[src/rtl/imm_gen_pipe_pkg.sv]
// Shared types for the pipelined immediate generator: format select encoding
// and XLEN legality helper used at elaboration time.
package imm_pkg;

  typedef enum logic [2:0] {
    IMM_I   = 3'b000,
    IMM_S   = 3'b001,
    IMM_B   = 3'b010,
    IMM_J   = 3'b011,
    IMM_U   = 3'b100,
    IMM_UPC = 3'b101,
    IMM_Z   = 3'b110,
    IMM_ILL = 3'b111
  } imm_fmt_t;

  localparam int XLEN_RV32 = 32;
  localparam int XLEN_RV64 = 64;

  function automatic bit isLegalXlen(input int xlen);
    return (xlen == XLEN_RV32) || (xlen == XLEN_RV64);
  endfunction

endpackage

[src/rtl/imm_gen_pipe_decode.sv]
// Combinational immediate decode: instruction bits [31:7] plus a format select
// in, sign/zero-extended XLEN immediate and an illegal-format flag out.
module imm_decode
  import imm_pkg::*;
#(
  parameter int XLEN = 32
) (
  input  logic [24:0]     instr_i,
  input  logic [2:0]      immsrc_i,
  output logic [XLEN-1:0] immop_o,
  output logic            illegal_o
);

  imm_fmt_t fmt;
  logic     sign;

  // instr_i[k] carries instruction bit k+7, so instruction bit 31 is instr_i[24].
  assign fmt  = imm_fmt_t'(immsrc_i);
  assign sign = instr_i[24];

  // Start from an all-sign word and overwrite only the low field of each format.
  always_comb begin
    immop_o   = {XLEN{sign}};
    illegal_o = 1'b0;
    case (fmt)
      IMM_I:          immop_o[11:0] = instr_i[24:13];
      IMM_S:          immop_o[11:0] = {instr_i[24:18], instr_i[4:0]};
      IMM_B:          immop_o[11:0] = {instr_i[0], instr_i[23:18], instr_i[4:1], 1'b0};
      IMM_J:          immop_o[19:0] = {instr_i[12:5], instr_i[13], instr_i[23:14], 1'b0};
      IMM_U, IMM_UPC: immop_o[31:0] = {instr_i[24:5], 12'b0};
      IMM_Z:          immop_o       = {{(XLEN-5){1'b0}}, instr_i[12:8]};
      default: begin
        immop_o   = '0;
        illegal_o = 1'b1;
      end
    endcase
  end

endmodule

[src/rtl/imm_gen_pipe.sv]
// Immediate generator with a registered output stage and one-entry skid
// buffer, giving decode and execute independent valid/ready backpressure.
module imm_gen_pipe
  import imm_pkg::*;
#(
  parameter int XLEN  = 32,
  parameter int TAG_W = 5,
  parameter int CNT_W = 8
) (
  input  logic             clk_i,
  input  logic             rst_i,
  input  logic [24:0]      instr_i,
  input  logic [2:0]       immsrc_i,
  input  logic [TAG_W-1:0] tag_i,
  input  logic             valid_i,
  output logic             ready_o,
  output logic [XLEN-1:0]  immop_o,
  output logic [TAG_W-1:0] tag_o,
  output logic             illegal_o,
  output logic             valid_o,
  input  logic             ready_i,
  output logic [CNT_W-1:0] err_cnt_o
);

  localparam int IMM_W    = XLEN;
  localparam int TAG_BITS = TAG_W;

  typedef struct packed {
    logic [IMM_W-1:0]    immop;
    logic [TAG_BITS-1:0] tag;
    logic                illegal;
  } beat_t;

  if (!isLegalXlen(XLEN)) begin : gBadXlen
    $error("imm_gen_pipe: XLEN must be 32 or 64");
  end

  logic [XLEN-1:0]  decImm;
  logic             decIllegal;
  beat_t            newBeat;
  beat_t            outBeat_q, outBeat_d;
  beat_t            skidBeat_q, skidBeat_d;
  logic             outValid_q, outValid_d;
  logic             skidValid_q, skidValid_d;
  logic             ready_q, ready_d;
  logic [CNT_W-1:0] errCnt_q, errCnt_d;
  logic             accept;
  logic             drain;

  imm_decode #(
    .XLEN(XLEN)
  ) uDecode (
    .instr_i  (instr_i),
    .immsrc_i (immsrc_i),
    .immop_o  (decImm),
    .illegal_o(decIllegal)
  );

  assign newBeat = '{immop: decImm, tag: tag_i, illegal: decIllegal};
  assign accept  = valid_i && ready_q;
  assign drain   = outValid_q && ready_i;

  // A new beat only lands in SKID when OUT is full and not draining; ready is
  // registered from the next SKID state so it never depends on ready_i.
  always_comb begin
    outBeat_d   = outBeat_q;
    outValid_d  = outValid_q;
    skidBeat_d  = skidBeat_q;
    skidValid_d = skidValid_q;
    errCnt_d    = errCnt_q;

    if (drain) begin
      if (skidValid_q) begin
        outBeat_d   = skidBeat_q;
        skidValid_d = 1'b0;
      end else begin
        outValid_d = 1'b0;
      end
    end

    if (accept) begin
      if (!outValid_q || drain) begin
        outBeat_d  = newBeat;
        outValid_d = 1'b1;
      end else begin
        skidBeat_d  = newBeat;
        skidValid_d = 1'b1;
      end
      if (decIllegal && (errCnt_q != {CNT_W{1'b1}})) begin
        errCnt_d = errCnt_q + CNT_W'(1);
      end
    end

    ready_d = !skidValid_d;
  end

  always_ff @(posedge clk_i or posedge rst_i) begin
    if (rst_i) begin
      outBeat_q   <= '0;
      outValid_q  <= 1'b0;
      skidBeat_q  <= '0;
      skidValid_q <= 1'b0;
      ready_q     <= 1'b1;
      errCnt_q    <= '0;
    end else begin
      outBeat_q   <= outBeat_d;
      outValid_q  <= outValid_d;
      skidBeat_q  <= skidBeat_d;
      skidValid_q <= skidValid_d;
      ready_q     <= ready_d;
      errCnt_q    <= errCnt_d;
    end
  end

  assign ready_o   = ready_q;
  assign valid_o   = outValid_q;
  assign immop_o   = outBeat_q.immop;
  assign tag_o     = outBeat_q.tag;
  assign illegal_o = outBeat_q.illegal;
  assign err_cnt_o = errCnt_q;

endmodule

[config.mk]
export PLATFORM = sky130hd
export DESIGN_NAME = imm_gen_pipe
export DESIGN_NICKNAME = d
export VERILOG_FILES = /design/src/rtl/imm_gen_pipe_pkg.sv /design/src/rtl/imm_gen_pipe_decode.sv /design/src/rtl/imm_gen_pipe.sv
export SDC_FILE = /design/constraint.sdc
export NUM_CORES = 1
export LEC_CHECK = 0
export BUFFER_PORTS_ARGS = -buffer_cell sky130_fd_sc_hd__buf_2
export CAP_MARGIN = 20
export CORE_ASPECT_RATIO = 0.6
export CORE_MARGIN = 4
export CORE_UTILIZATION = 55
export DETAILED_ROUTE_END_ITERATION = 7
export PLACE_DENSITY = 0.86
export SLEW_MARGIN = 30
export SYNTH_ARGS = -nofsm -noshare
export SYNTH_HDL_FRONTEND = slang
export SYNTH_SLANG_ARGS = --single-unit
[constraint.sdc]
create_clock -name clk_i -period 3.2 [get_ports clk_i]
set_input_delay 0.8 -clock clk_i [delete_from_list [all_inputs] [get_ports clk_i]]
set_output_delay 0.8 -clock clk_i [all_outputs]
set_load 0.005 [all_outputs]
-- Word-level counts from Yosys, hierarchy flattened
Cells that the tools add are included.
- add/sub/neg operators: 1
- equal/unequal tests: 7
- muxes and demuxes: 15
- bitwise operators: 1
- reduce and logical (&&, ||, !) cells: 14
- operators with widths (operator ; count):
    2-to-1 mux 38 bit ; 4
    one-hot mux 12 bit (5 select lines) ; 1
    one-hot mux 12 bit (2 select lines) ; 1
    one-hot mux 8 bit (2 select lines) ; 1
    == test 3 bit (second input constant) ; 3
    adder 8 x 1 -> 8 bit (second input constant) ; 1
    2-to-1 mux 1 bit ; 8
    != test 8 bit (second input constant) ; 1
    OR reduction 7 bit ; 1
    == test 3 x 2 -> 1 bit (second input constant) ; 2
    OR reduction 3 bit ; 2
    AND reduction 2 bit ; 2
    OR reduction 4 bit ; 1
    == test 3 x 1 -> 1 bit (second input constant) ; 1
    logical AND 1 bit ; 3
    logical NOT 3 bit ; 1
    logical NOT 1 bit ; 2
    OR reduction 2 bit ; 1
    logical OR 1 bit ; 1
    inverter 1 bit ; 1
- flip-flop bits (word level): 87
- bits of input ports: 37
- output and inout port bits: 48
- word-level logic and storage cells: 48

-- Logic depth before layout (Yosys ltp)
- depth in word-level cells: 5
- gate-level depth with buffers: 6
- depth with buffers taken out: 5

-- Cells and area by module
From an unflattened synthesis, not the netlist that was laid out.
- cell total of the unflattened synthesis: 327
- area total of the unflattened synthesis: 4468.0 µm²
- modules (own cells, without submodules) (module ; times used ; cells an instance ; area an instance (µm²) ; seq. area each (µm²)):
    imm_gen_pipe ; 1 ; 249 ; 3958.8 ; 2178.3
    imm_decode ; 1 ; 78 ; 509.2 ; 0.0

-- Least setup slack after synthesis
Ideal clock, no wire load.
- path kind: input -> register
- from: in immsrc_i[1]
- to: reg errCnt_q[7], in the netlist err_cnt_o[7]
- setup time: 0.128 ns
- arrival: 1.843 ns
- required time: 3.072 ns
- slack: 1.229 ns
- cell stages on the path: 5
- path buffers: 1
- path through: buf_4 -> nand3_2 -> or2_4 -> nor3_1 -> mux2_1
- longest elaborated chain between the ends: 5
- elaborated cells on any way between the ends: 11
- those cells by class: eq/ne: 6; mux: 1; reduce/logical: 4
- ends and longest elaborated chain (element ; RTL line ; text):
    start, declared ; imm_gen_pipe.sv:13 ; input logic [2:0] immsrc_i,
    == test 3 bit, or another cell as far along ; imm_gen_pipe_decode.sv:25 ; case (fmt)
    OR reduction 7 bit (no source line) * ; n/a ;
    2-to-1 mux 1 bit * ; imm_gen_pipe_decode.sv:25 ;
    logical AND 1 bit * ; imm_gen_pipe.sv:89 ; if (decIllegal && (errCnt_q != {CNT_W{1'b1}})) begin
    AND reduction 2 bit (no source line) * ; n/a ;
    end signal, assigned ; imm_gen_pipe.sv:111 ; errCnt_q <= errCnt_d;
    end, declared ; imm_gen_pipe.sv:46 ; logic [CNT_W-1:0] errCnt_q, errCnt_d;
Every way passes the cells marked *; elsewhere a longest branch is shown, timed or not.
A chain may end at the register's enable or synchronous reset.

-- Final worst setup path
- from: in immsrc_i[2]
- to: reg errCnt_q[7], in the netlist err_cnt_o[7]
The elaborated chain is that of the path after synthesis.

==> results_dict.tcl <==
set metrics [dict create \
    status "complete, no violations" \
    numCtsBuffers 9 \
    rsz0062_at_grt "no" \
    synth_top_family_by_area "compound AO/OA/AOI/OAI gates" \
    r2r_end "skidBeat_q[28]" \
    hold_viol 0 \
    synthFlopType "dfrtp_1" \
    synthTopCellsByArea "dfrtp_1 (52%), mux2_2 (8.1%), nand2_1 (7.6%), o21ai_0 (7.2%), a21oi_1 (5.0%)" \
    powerDensity_nw_per_um2 855 \
    drt-total-wl_mm 10.2 \
    clock-root-buffer "clkbuf_16" \
    hold_class "register to register" \
    pre_cts_slack_ns 0.790 \
    final_util_pct 68.3 \
    cp-end-kind "register" \
    coreArea_sq_um 7300 \
    die_w_microns 120 \
    synth_most_common_cell "dfrtp_1" \
    path_clk_slew_ns 0.06 \
    reg2reg_depth 5 \
    holdPathStages 2 \
    setup_tns_ns 0 \
    p_seq_share_pct 44.2 \
    htreeDepth 3 \
    synthAdderAreaFrac_pct 0.300 \
    ios 85 \
    critPathArrivalTime_ns 2.33 \
    fillers 568 \
    ys_seq_area_share_pct 52.3 \
    synthCells 425 \
    drt_pass1_iterations 5 \
    yosys.area.top_type "dfrtp_1" \
    portBuffers 84 \
    multi_input_area_sq_um 1850 \
    fin_crit_ns 2.11 \
    relSlewSlack_pct 54.9 \
    skew_ns 0.00305 \
    synth-compound-area-share_pct 16.2 \
    seqCellArea_sq_um 2180 \
    grt_pass1_wl_mm 16.9 \
    synth_edf_count 0 \
    reg2reg_from "valid_o" \
    syn-cell-area_sq_um 4170 \
    drt_iter0_drc 283 \
    worst-path-buf-inv 1 \
    dieArea_sq_um 9080 \
    routed_wire_length_per_instance_microns 16.7 \
    clock_latency_ns 0.34 \
    yosys.area_share.simple_pct 14.1 \
    diodes 0 \
    synthesis.nets 463 \
    hold-path-endpoint "skidBeat_q[14]" \
    cp_slowest_cell "buf_2" \
    drc 0 \
    num_vias 3453 \
    initial_core_util_pct 57.1 \
    dp_hpwl_mm 7.09 \
    swShare_pct 32.9 \
    syn2layout_area_growth_pct 19.6 \
    grtUsageTotal_pct 24.0 \
    crit_fanout 34 \
    ys_ff_latch 87 \
    fmax_mhz 473 \
    path_class "input pin to register" \
    crit_path_start_kind "input pin" \
    synth.top_cell.area_share_pct 51.7 \
    drive_above_1_share_pct 29.8 \
    fin_ws_ns 1.09 \
    crit_family "simple AND/OR/NAND/NOR gates" \
    worstMarginPinSlew_ns 0.674 \
    nets 537 \
    postLayoutCellArea_sq_um 4980 \
    synth-xor-area-share_pct 1.50 \
    die_y_microns 75.4 \
    vias_per_cell 5.68 \
    report.final.setup_viol 0 \
    avgSynthCellArea_sq_um 9.80 \
    cts.sink_count 87 \
    p_comb_share_pct 32.1 \
    peakVddDrop_mv 0.431 \
    grt_max_degree 64 \
    ant_nets 0 \
    required_ns 3.42 \
    synthMuxAreaShare_pct 12.0 \
    cp_cell_sequence "buf_2 -> nand3_2 -> or2_4 -> nor3_1 -> mux2_1" \
    p_switching_uw 1400 \
    dpl_cell_area_sq_um 4690 \
    grt_overflow_total 0 \
    ys.warnings.count 0 \
    internal_power_uw 2860 \
    gp_congestion 0.901 \
    synthArstFlopShare_pct 100 \
    tritoncts "built" \
    synth.distinct_cells 41 \
    cap_violations 0 \
    std_cell_rows 24 \
    antenna_found_initial 0 \
    leakage_uw 0.00244 \
    period_share_pct 66.0 \
    yosys-top-cells-count "dfrtp_1 (86), nand2_1 (84), o21ai_0 (60)" \
    reg2reg_slack_ns 1.33 \
    drv_slew 0 \
    clkPwrFrac_pct 23.7 \
    clock_path_buffers 2 \
    cpPeakStageDelay_ns 0.44 \
    cts_resized 0 \
    cts-hold-fix-buffers 0 \
    postCtsSetupBuffers 0 \
    grt_pass1_vias 3438 \
    hold_start "skidBeat_q[14]" \
]
per-stage QoR:
step                std cells  hold slack, ns  power, uW
floorplan                 425           0.445       2700
global placement          592           0.457       3160
detailed placement        592           0.467       3260
CTS                       608           0.481       4290
global route              608           0.505       4580
finish                    608           0.479       4260
layer usage:
metal | track usage (%) | share of wire, %
met1 | 32.0 | 43
met2 | 39.0 | 48
met3 | 5.49 | 6.8
met4 | 9.55 | 1.7
met5 | 0 | 0
registers in the layout (all words and copies together) (netlist names):
register and count:
err_cnt_o 8, skidValid_q 1, tag_o 5, skidBeat_q 38
immop_o 32, illegal_o 1, ready_o 1, valid_o 1
worst max path at each step:
| stage | startpoint | endpoint | slack, ns | depth (start not counted) |
|---|---|---|---|---|
| finish | immsrc_i[2] | err_cnt_o[7] | 1.09 | 5 |
| global route | immsrc_i[2] | skidBeat_q[21] | 0.98 | 6 |
| CTS | immsrc_i[2] | err_cnt_o[7] | 1.10 | 5 |
| detailed placement | immsrc_i[2] | skidBeat_q[21] | 0.79 | 6 |
| global placement | immsrc_i[2] | err_cnt_o[7] | 0.87 | 5 |
| floorplan | rst_i | err_cnt_o[0] | 0.15 | 1 |
cell usage in the layout (no fill, tap or decap), types with 2 or more instances in the layout:
master     Yosys  layout
nor3_1         3       3
clkinv_2       0       3
o22a_1         8       8
nor2_1        10      10
o21ai_1        3       3
nand3_2        1       4
a21oi_1       42      42
a22oi_1        4       4
xnor2_1        2       2
buf_4          3       6
xor2_1         2       2
nand2b_1       7       7
mux2_2        30      30
clkbuf_8       0       4
clkbuf_16      0       9
or2_0          4       4
dfrtp_1       86      86
buf_2          6      84
nor2b_1        4       4
inv_1          4       3
o21ai_0       60      60
buf_12         0       2
nand3_1        7       4
a31oi_1        4       4
nand2_1       84      84
mux2i_1       15      15
power groups by stage:
stage / clock network [uW] / logic, uW / registers, uW
after CTS: 1030 / 1380 / 1880
after global placement: 0 / 1300 / 1860
after global routing: 1080 / 1560 / 1940
after detailed placement: 0 / 1370 / 1890
final: 1010 / 1370 / 1880
after floorplan: 0 / 857 / 1850
cell type report:
| class | instances | share of cell area [%] |
|---|---|---|
| well taps | 104 | 2.61 |
| multi-input cells | 305 | 37.2 |
| clock buffers | 13 | 5.63 |
| repair buffers | 92 | 10.1 |
| inverters | 4 | 0.402 |
| flip-flops and latches | 87 | 43.7 |
| clock inverters | 3 | 0.301 |
cells by family (layout without fill, tap and decap cells):
family,Yosys count,count (layout)
compound gates,124,124
flops,87,87
simple gates,129,129
xor+xnor,5,5
fa+ha+maj,1,1
mux,46,46
buf+inv,33,112
tightest hold or removal path, cell delays in order, from the launching register on:
cell	delay [ns]
dfrtp_1	0.34
nand2_1	0.05
o21ai_0	0.06
(Power assumes the default switching activity.)
